<file path="src/rtl/nes_pkg.sv">
// Shared constants for the NES video/controller subsystem: timing geometry, pad bit
// positions, sprite placement helpers and the 2C02 NTSC palette.
package nes_pkg;

    localparam int DIV     = 4;
    localparam int H_TOTAL = 341;
    localparam int H_VIS   = 256;
    localparam int V_TOTAL = 262;
    localparam int V_VIS   = 240;
    localparam int CNT_W   = 9;

    localparam int BTN_A      = 0;
    localparam int BTN_B      = 1;
    localparam int BTN_SELECT = 2;
    localparam int BTN_START  = 3;
    localparam int BTN_UP     = 4;
    localparam int BTN_DOWN   = 5;
    localparam int BTN_LEFT   = 6;
    localparam int BTN_RIGHT  = 7;

    localparam int         SPRITE_SIZE    = 8;
    localparam logic [5:0] SPRITE_PAL_IDX = 6'h30;

    // Sprite home is centred on screen: (124,116) for the full 256x240 raster.
    function automatic logic [CNT_W-1:0] sprite_home(input int vis);
        return CNT_W'(vis / 2 - SPRITE_SIZE / 2);
    endfunction

    // Largest top-left coordinate keeping the sprite on screen: 248 / 232 at full size.
    function automatic logic [CNT_W-1:0] sprite_max(input int vis);
        return CNT_W'(vis - SPRITE_SIZE);
    endfunction

    // One-pixel move toward dec/inc, cancelled when both are pressed, clamped to 0..max_pos.
    function automatic logic [CNT_W-1:0] step_clamp(input logic [CNT_W-1:0] pos,
                                                    input logic             dec,
                                                    input logic             inc,
                                                    input logic [CNT_W-1:0] max_pos);
        logic [CNT_W-1:0] res;
        res = pos;
        if (dec && !inc && (pos != 9'd0)) begin
            res = pos - 9'd1;
        end else if (inc && !dec && (pos < max_pos)) begin
            res = pos + 9'd1;
        end else begin
            res = pos;
        end
        return res;
    endfunction

    localparam logic [23:0] PALETTE [64] = '{
        24'h666666, 24'h002A88, 24'h1412A7, 24'h3B00A4,
        24'h5C007E, 24'h6E0040, 24'h6C0600, 24'h561D00,
        24'h333500, 24'h0B4800, 24'h005200, 24'h004F08,
        24'h00404D, 24'h000000, 24'h000000, 24'h000000,
        24'hADADAD, 24'h155FD9, 24'h4240FF, 24'h7527FE,
        24'hA01ACC, 24'hB71E7B, 24'hB53120, 24'h994E00,
        24'h6B6D00, 24'h388700, 24'h0C9300, 24'h008F32,
        24'h007C8D, 24'h000000, 24'h000000, 24'h000000,
        24'hFFFEFF, 24'h64B0FF, 24'h9290FF, 24'hC676FF,
        24'hF36AFF, 24'hFE6ECC, 24'hFE8170, 24'hEA9E22,
        24'hBCBE00, 24'h88D800, 24'h5CE430, 24'h45E082,
        24'h48CDDE, 24'h4F4F4F, 24'h000000, 24'h000000,
        24'hFFFEFF, 24'hC0DFFF, 24'hD3D2FF, 24'hE8C8FF,
        24'hFBC2FF, 24'hFEC4EA, 24'hFECCC5, 24'hF7D8A5,
        24'hE4E594, 24'hCFEF96, 24'hBDF4AB, 24'hB3F3CC,
        24'hB5EBF2, 24'hB8B8B8, 24'h000000, 24'h000000
    };

endpackage

</file>
<file path="src/rtl/nes_video_timing.sv">
// Dot-clock phase, dot and scanline counters. All status outputs describe the dot being
// entered on the next clk edge so the top can register its outputs on that same edge.
module nes_video_timing
    import nes_pkg::*;
#(
    parameter int H_VIS_P   = H_VIS,
    parameter int H_TOTAL_P = H_TOTAL,
    parameter int V_VIS_P   = V_VIS,
    parameter int V_TOTAL_P = V_TOTAL
) (
    input  logic             clk_i,
    input  logic             rst_ni,
    output logic [CNT_W-1:0] dot_o,
    output logic [CNT_W-1:0] line_o,
    output logic             dot_adv_o,
    output logic             visible_o,
    output logic             dot_zero_o,
    output logic             line_zero_o,
    output logic             frame_tick_o
);

    localparam logic [1:0]       PHASE_LAST = 2'(DIV - 1);
    localparam logic [CNT_W-1:0] H_LAST     = CNT_W'(H_TOTAL_P - 1);
    localparam logic [CNT_W-1:0] V_LAST     = CNT_W'(V_TOTAL_P - 1);
    localparam logic [CNT_W-1:0] H_END      = CNT_W'(H_VIS_P);
    localparam logic [CNT_W-1:0] V_END      = CNT_W'(V_VIS_P);

    logic [1:0]       phase_q, phase_d;
    logic [CNT_W-1:0] dot_q, dot_d;
    logic [CNT_W-1:0] line_q, line_d;
    logic             adv_s;

    // Next phase/dot/line; the dot only moves on the last phase of the current one.
    always_comb begin
        adv_s   = (phase_q == PHASE_LAST);
        phase_d = phase_q + 2'd1;
        dot_d   = dot_q;
        line_d  = line_q;
        if (adv_s) begin
            phase_d = 2'd0;
            if (dot_q == H_LAST) begin
                dot_d = 9'd0;
                if (line_q == V_LAST) begin
                    line_d = 9'd0;
                end else begin
                    line_d = line_q + 9'd1;
                end
            end else begin
                dot_d = dot_q + 9'd1;
            end
        end else begin
            phase_d = phase_q + 2'd1;
        end
    end

    // Reset parks the counters one clk before line 0 / dot 0.
    always_ff @(posedge clk_i or negedge rst_ni) begin
        if (!rst_ni) begin
            phase_q <= PHASE_LAST;
            dot_q   <= H_LAST;
            line_q  <= V_LAST;
        end else begin
            phase_q <= phase_d;
            dot_q   <= dot_d;
            line_q  <= line_d;
        end
    end

    assign dot_o        = dot_d;
    assign line_o       = line_d;
    assign dot_adv_o    = adv_s;
    assign visible_o    = (dot_d < H_END) && (line_d < V_END);
    assign dot_zero_o   = (dot_d == 9'd0);
    assign line_zero_o  = (line_d == 9'd0);
    assign frame_tick_o = adv_s && (dot_d == 9'd0) && (line_d == V_END);

endmodule

</file>
<file path="src/rtl/nes.sv">
// Top of the NES video/controller subsystem: scrolling palette background, h/v markers and
// pad handling. Define NES_SPRITE_EN to add the pad-steered 8x8 player sprite.
module nes
    import nes_pkg::*;
#(
    parameter int H_VIS_P   = H_VIS,
    parameter int H_TOTAL_P = H_TOTAL,
    parameter int V_VIS_P   = V_VIS,
    parameter int V_TOTAL_P = V_TOTAL
) (
    input  logic        clk,
    input  logic        rst,
    input  logic [7:0]  controller,
    output logic [23:0] pixel_color,
    output logic        h,
    output logic        v
);

    logic [CNT_W-1:0] dot_s, line_s;
    logic             dot_adv_s, visible_s, dot_zero_s, line_zero_s, frame_tick_s;

    nes_video_timing #(
        .H_VIS_P   (H_VIS_P),
        .H_TOTAL_P (H_TOTAL_P),
        .V_VIS_P   (V_VIS_P),
        .V_TOTAL_P (V_TOTAL_P)
    ) u_timing (
        .clk_i        (clk),
        .rst_ni       (rst),
        .dot_o        (dot_s),
        .line_o       (line_s),
        .dot_adv_o    (dot_adv_s),
        .visible_o    (visible_s),
        .dot_zero_o   (dot_zero_s),
        .line_zero_o  (line_zero_s),
        .frame_tick_o (frame_tick_s)
    );

    logic [7:0]  pad_q, pad_d;
    logic        paused_q, paused_d;
    logic [5:0]  scroll_q, scroll_d;
    logic        start_rise_s;
    logic        sprite_hit_s;
    logic [5:0]  tile_s;
    logic [23:0] pixel_q, pixel_d;
    logic        h_q, h_d;
    logic        v_q, v_d;
    logic        unused_s;

    // Vblank-start update: sample the pad, toggle pause on a Start press, then advance scroll.
    always_comb begin
        pad_d        = pad_q;
        paused_d     = paused_q;
        scroll_d     = scroll_q;
        start_rise_s = controller[BTN_START] & ~pad_q[BTN_START];
        if (frame_tick_s) begin
            pad_d    = controller;
            paused_d = paused_q ^ start_rise_s;
            if (!paused_d) begin
                scroll_d = scroll_q + 6'd1;
            end else begin
                scroll_d = scroll_q;
            end
        end else begin
            pad_d = pad_q;
        end
    end

    // Frame state registers.
    always_ff @(posedge clk or negedge rst) begin
        if (!rst) begin
            pad_q    <= 8'h00;
            paused_q <= 1'b0;
            scroll_q <= 6'd0;
        end else begin
            pad_q    <= pad_d;
            paused_q <= paused_d;
            scroll_q <= scroll_d;
        end
    end

`ifdef NES_SPRITE_EN
    localparam logic [CNT_W-1:0] SX_HOME = sprite_home(H_VIS_P);
    localparam logic [CNT_W-1:0] SY_HOME = sprite_home(V_VIS_P);
    localparam logic [CNT_W-1:0] SX_MAX  = sprite_max(H_VIS_P);
    localparam logic [CNT_W-1:0] SY_MAX  = sprite_max(V_VIS_P);

    logic [CNT_W-1:0] sx_q, sx_d, sy_q, sy_d;

    // Sprite motion follows the pad once per frame, independent of pause.
    always_comb begin
        sx_d = sx_q;
        sy_d = sy_q;
        if (frame_tick_s) begin
            sx_d = step_clamp(sx_q, controller[BTN_LEFT], controller[BTN_RIGHT], SX_MAX);
            sy_d = step_clamp(sy_q, controller[BTN_UP], controller[BTN_DOWN], SY_MAX);
        end else begin
            sx_d = sx_q;
            sy_d = sy_q;
        end
    end

    // Sprite position registers.
    always_ff @(posedge clk or negedge rst) begin
        if (!rst) begin
            sx_q <= SX_HOME;
            sy_q <= SY_HOME;
        end else begin
            sx_q <= sx_d;
            sy_q <= sy_d;
        end
    end

    assign sprite_hit_s = (dot_s >= sx_q) && (dot_s < (sx_q + 9'd8)) &&
                          (line_s >= sy_q) && (line_s < (sy_q + 9'd8));
    assign unused_s = ^{pad_q[BTN_A], pad_q[BTN_B], pad_q[BTN_SELECT], pad_q[7:4],
                        controller[BTN_A], controller[BTN_B], controller[BTN_SELECT]};
`else
    assign sprite_hit_s = 1'b0;
    assign unused_s = ^{pad_q[BTN_A], pad_q[BTN_B], pad_q[BTN_SELECT], pad_q[7:4],
                        controller[BTN_A], controller[BTN_B], controller[BTN_SELECT],
                        controller[BTN_UP], controller[BTN_DOWN], controller[BTN_LEFT],
                        controller[BTN_RIGHT], dot_s[8], dot_s[2:0], line_s[8], line_s[2:0]};
`endif

    // Pixel and marker values for the dot being entered; held for the rest of the dot.
    always_comb begin
        tile_s  = {1'b0, dot_s[7:3]} + {1'b0, line_s[7:3]} + scroll_q;
        pixel_d = pixel_q;
        h_d     = h_q;
        v_d     = v_q;
        if (dot_adv_s) begin
            if (!visible_s) begin
                pixel_d = 24'h000000;
            end else if (sprite_hit_s) begin
                pixel_d = PALETTE[SPRITE_PAL_IDX];
            end else begin
                pixel_d = PALETTE[tile_s];
            end
            h_d = visible_s & dot_zero_s;
            v_d = dot_zero_s & line_zero_s;
        end else begin
            pixel_d = pixel_q;
        end
    end

    // Output registers.
    always_ff @(posedge clk or negedge rst) begin
        if (!rst) begin
            pixel_q <= 24'h000000;
            h_q     <= 1'b0;
            v_q     <= 1'b0;
        end else begin
            pixel_q <= pixel_d;
            h_q     <= h_d;
            v_q     <= v_d;
        end
    end

    assign pixel_color = pixel_q;
    assign h           = h_q;
    assign v           = v_q;

endmodule

</file>
<file path="config.mk">
export PLATFORM = sky130hd
export DESIGN_NAME = nes
export DESIGN_NICKNAME = d
export VERILOG_FILES = /design/src/rtl/nes_pkg.sv /design/src/rtl/nes_video_timing.sv /design/src/rtl/nes.sv
export SDC_FILE = /design/constraint.sdc
export NUM_CORES = 1
export LEC_CHECK = 0
export CAP_MARGIN = 40
export CORE_MARGIN = 2
export CORE_UTILIZATION = 42
export CTS_BUF_LIST = sky130_fd_sc_hd__clkbuf_8 sky130_fd_sc_hd__clkbuf_16
export DETAILED_ROUTE_END_ITERATION = 10
export SYNTH_ARGS = -nofsm -noshare
export SYNTH_HDL_FRONTEND = slang
export SYNTH_HIERARCHICAL = 1
export SYNTH_SLANG_ARGS = --single-unit
</file>
<file path="constraint.sdc">
create_clock -name clk -period 5.3 [get_ports clk]
set_input_delay 1.06 -clock clk [delete_from_list [all_inputs] [get_ports clk]]
set_output_delay 1.06 -clock clk [all_outputs]
set_load 0.01 [all_outputs]
</file>
==> flow_summary.json <==
{
  "status": "finished, violations left",
  "violations": "DRC",
  "holdCritStartpoint": "u_timing/phase_q[0]",
  "wirelength_um": 16200,
  "r2r_cells": 16,
  "syn_inst": 617,
  "final.min_clock_period_ns": 4.86,
  "grt_pass1_wl_um": 25600,
  "cp-end-kind": "flop",
  "syn_avg_cell_area_um2": 8.08,
  "num_io_pins": 36,
  "preCtsSetupSlack_ns": 0.284,
  "ys_types": 86,
  "r2r_slack_ns": 0.44,
  "muxShareOfSynthArea": 0.0196,
  "r2r-end": "pixel_color[9]",
  "crit_fanout": 10,
  "postLayoutCoreUtil": 0.482,
  "core.rowCount": 39,
  "via_count": 4922,
  "setup.worst_path.start": "u_timing/dot_q[0]",
  "htreeDepth": 2,
  "pwr-share-seq": 0.537,
  "fp.coreArea_um2": 11500,
  "synth_edf_count": 0,
  "viasPerCell": 6.38,
  "worst_pin_slew_ns": 0.828,
  "final.setup.worst_slack_ns": 0.441,
  "portBuffers": 28,
  "antenna_found_initial": 0,
  "synth-compound-area-share": 0.267,
  "clockBufferDepth": 2,
  "cts_root_buffer": "clkbuf_16",
  "final-hold-violation-count": 0,
  "rsz0062_at_grt": "false",
  "syn_to_final_growth_pct": 11.4,
  "diodes": 0,
  "post_synth_fa_ha_maj_area_fraction": 0.0818,
  "yosysTopAreaCell": "dfrtp_1",
  "wl_per_cell_um": 20.9,
  "cts_tree": "built",
  "clock_latency_ns": 0.31,
  "startpoint_type": "flop",
  "drv_slew": 0,
  "die_h_um": 113,
  "fp.dieW_um": 113,
  "power_density_nw_per_um2": 138,
  "synth_nets": 656,
  "min_path_cells": 1,
  "max_freq_mhz": 206,
  "hp-class": "flop to flop",
  "maxCapViolCount": 0,
  "fin_crit_sh": 0.917,
  "overflow": 0,
  "synth_top_cell_area_share": 0.226,
  "cts.sinks": 54,
  "grt_start_max_net_pins": 58,
  "clk_pin_slew_ns": 0.08,
  "place_congestion": 0.961,
  "power.leakage_nw": 2.19,
  "synth_seq_cells": 54,
  "worstReg2RegStart": "u_timing/dot_q[0]",
  "total_power_w": 0.000767,
  "setup_violations": 0,
  "dp_hpwl_um": 11200,
  "synthArstFlopShare": 1.00,
  "ir_worst_vdd_mv": 0.112,
  "min_to": "u_timing/phase_q[0]",
  "ant_nets": 0,
  "grt_usage": 0.256,
  "fin_worst_skew_ns": 0.0120,
  "drive_gt1_frac": 0.124,
  "internal_power_w": 0.000588,
  "cp_num_buf_inv": 2,
  "yosys_warnings": 6,
  "cpMaxStageDelayCell": "fa_1",
  "setup_tns_ns": 0,
  "seq_area_frac_synth": 0.273,
  "synth_xor_area_frac": 0.0419,
  "first_pass_iters": 8,
  "synth_ff_type": "dfrtp_1",
  "arrival_ns": 5.08,
  "crit_family": "simple AND/OR/NAND/NOR gates",
  "worst-setup-path-type": "flop to flop",
  "power.share.clock": 0.449,
  "synth_top_family_by_area": "compound AO/OA/AOI/OAI gates",
  "cp.required_ns": 5.52,
  "finalNetCount": 667,
  "power_frac_comb": 0.013,
  "max_slew_margin": 0.445,
  "p_sw_frac": 0.233,
  "power_switching_w": 0.000179,
  "critPathMaxStageDelay_ns": 0.54,
  "drtIter0Drc": 517,
  "fp.dieArea_um2": 12800,
  "initial_core_util": 0.433,
  "worstPathCellList": "inv_1 > ha_1 > nor4bb_1 > nand3_1 > nor2_1 > xor2_1 > fa_1 > ha_1 > inv_1 > fa_2 > nand2b_4 > a21oi_2 > xor2_2 > nand3_2 > a311o_1 > o221ai_1",
  "synthSimpleGateAreaFrac": 0.238,
  "netlist_top_cells_area": "dfrtp_1, nand2_1, ha_1, dfstp_2, nor2_1",
  "netlist_area_um2": 4990,
  "drcViolationCount": 2,
  "grt_pass1_vias": 4530,
  "cts_buffers": 5
}
[power groups by stage]
stage                     clock [W]  combinational (W)  sequential [W]
after floorplan                   0        0.000000629        0.000420
after global placement            0          0.0000108        0.000420
after detailed placement          0          0.0000111        0.000420
after CTS                  0.000357          0.0000112        0.000412
after global routing       0.000370          0.0000127        0.000412
final                      0.000344          0.0000103        0.000412
[cells in the mapped netlist (all sizes together) (9+ instances only)]
cell type,count
o211ai,15
inv,32
buf,27
nand3,32
a21oi,40
nor3,19
o21ai,45
clkbuf,18
o221ai,9
a31oi,11
xnor2,12
dfrtp,45
dfstp,9
ha,23
nand2,78
nor2,64
[cell usage in the layout (no fill, tap or decap), types with 4 or more instances in the layout]
master,Yosys,final
nand2b_1,4,4
o21ai_0,42,42
dfstp_2,9,9
xnor2_1,11,11
a21oi_1,38,38
o22ai_1,8,8
nor3_1,18,18
o31ai_1,4,4
nand2_1,78,78
ha_1,23,22
a31oi_1,11,11
fa_1,6,5
a311oi_1,7,7
o221ai_1,9,9
mux2_2,4,4
nand3_1,31,30
xor2_1,6,6
o211ai_1,15,15
inv_1,32,33
nor2_2,3,4
nor2b_1,4,4
o2bb2ai_1,4,4
dfrtp_1,45,45
clkbuf_16,0,5
nor2_1,61,60
buf_4,2,17
nand4_1,6,6
a221o_1,4,4
or2_2,4,4
a211oi_1,5,5
clkdlybuf4s50_1,0,27
o311ai_1,4,4
[flip-flops by register name (all words and copies together) (netlist names)]
name,cells
pad_q,1
u_timing/dot_q,9
u_timing/phase_q,2
scroll_q,6
paused_q,1
pixel_color,24
v,1
h,1
u_timing/line_q,9
[how the worst max path moves through the flow]
stage                                 to  slack [ns]  depth (start not counted)
after floorplan           pixel_color[6]        0.87                         17
after global placement    pixel_color[5]        0.39                         14
after detailed placement  pixel_color[3]        0.28                         15
after CTS                 pixel_color[3]        0.24                         15
after global routing      pixel_color[1]        0.03                         17
final                     pixel_color[9]        0.44                         16
[stage by stage]
stage | hold slack, ns | cell area, µm² | instances
3_3_place_gp | 0.465 | 5380 | 763
5_1_grt | 0.515 | 5560 | 772
6_report | 0.489 | 5560 | 772
2_1_floorplan | 0.458 | 4990 | 617
3_5_place_dp | 0.474 | 5380 | 763
4_1_cts | 0.493 | 5520 | 771
[layout make-up]
type / instances / area (µm²)
Multi-Input combinational cell: 486 / 3280
Clock inverter: 3 / 18.8
Inverter: 33 / 124
Timing Repair Buffer: 48 / 463
Sequential cell: 54 / 1360
Clock buffer: 5 / 125
Fill cell: 1156 / 5960
Tap cell: 143 / 179
[what timing repair did]
| item | CTS | global route |
|---|---|---|
| endpoints found under the setup margin | 0 | 21 |
| endpoints found under the hold margin | 0 | 0 |
| gates resized for setup | 0 | 4 |
| setup buffers | 0 | 0 |
| hold buffers | 0 | 0 |
[metal layers]
metal | global-route usage | part of all wire | vias to the layer above
li1 | - | - | 2288
met2 | 0.361 | 0.43 | 240
met5 | 0 | 0 | -
met4 | 0.0821 | 0.024 | 0
met3 | 0.0557 | 0.088 | 32
met1 | 0.388 | 0.46 | 2362
[cells by family after synthesis]
group / count (synthesis)
fa+ha+maj: 29
compound gates: 190
buf+inv: 78
flops: 54
simple gates: 238
xor+xnor: 20
mux: 8
Power figures use the tool's default switching activity.
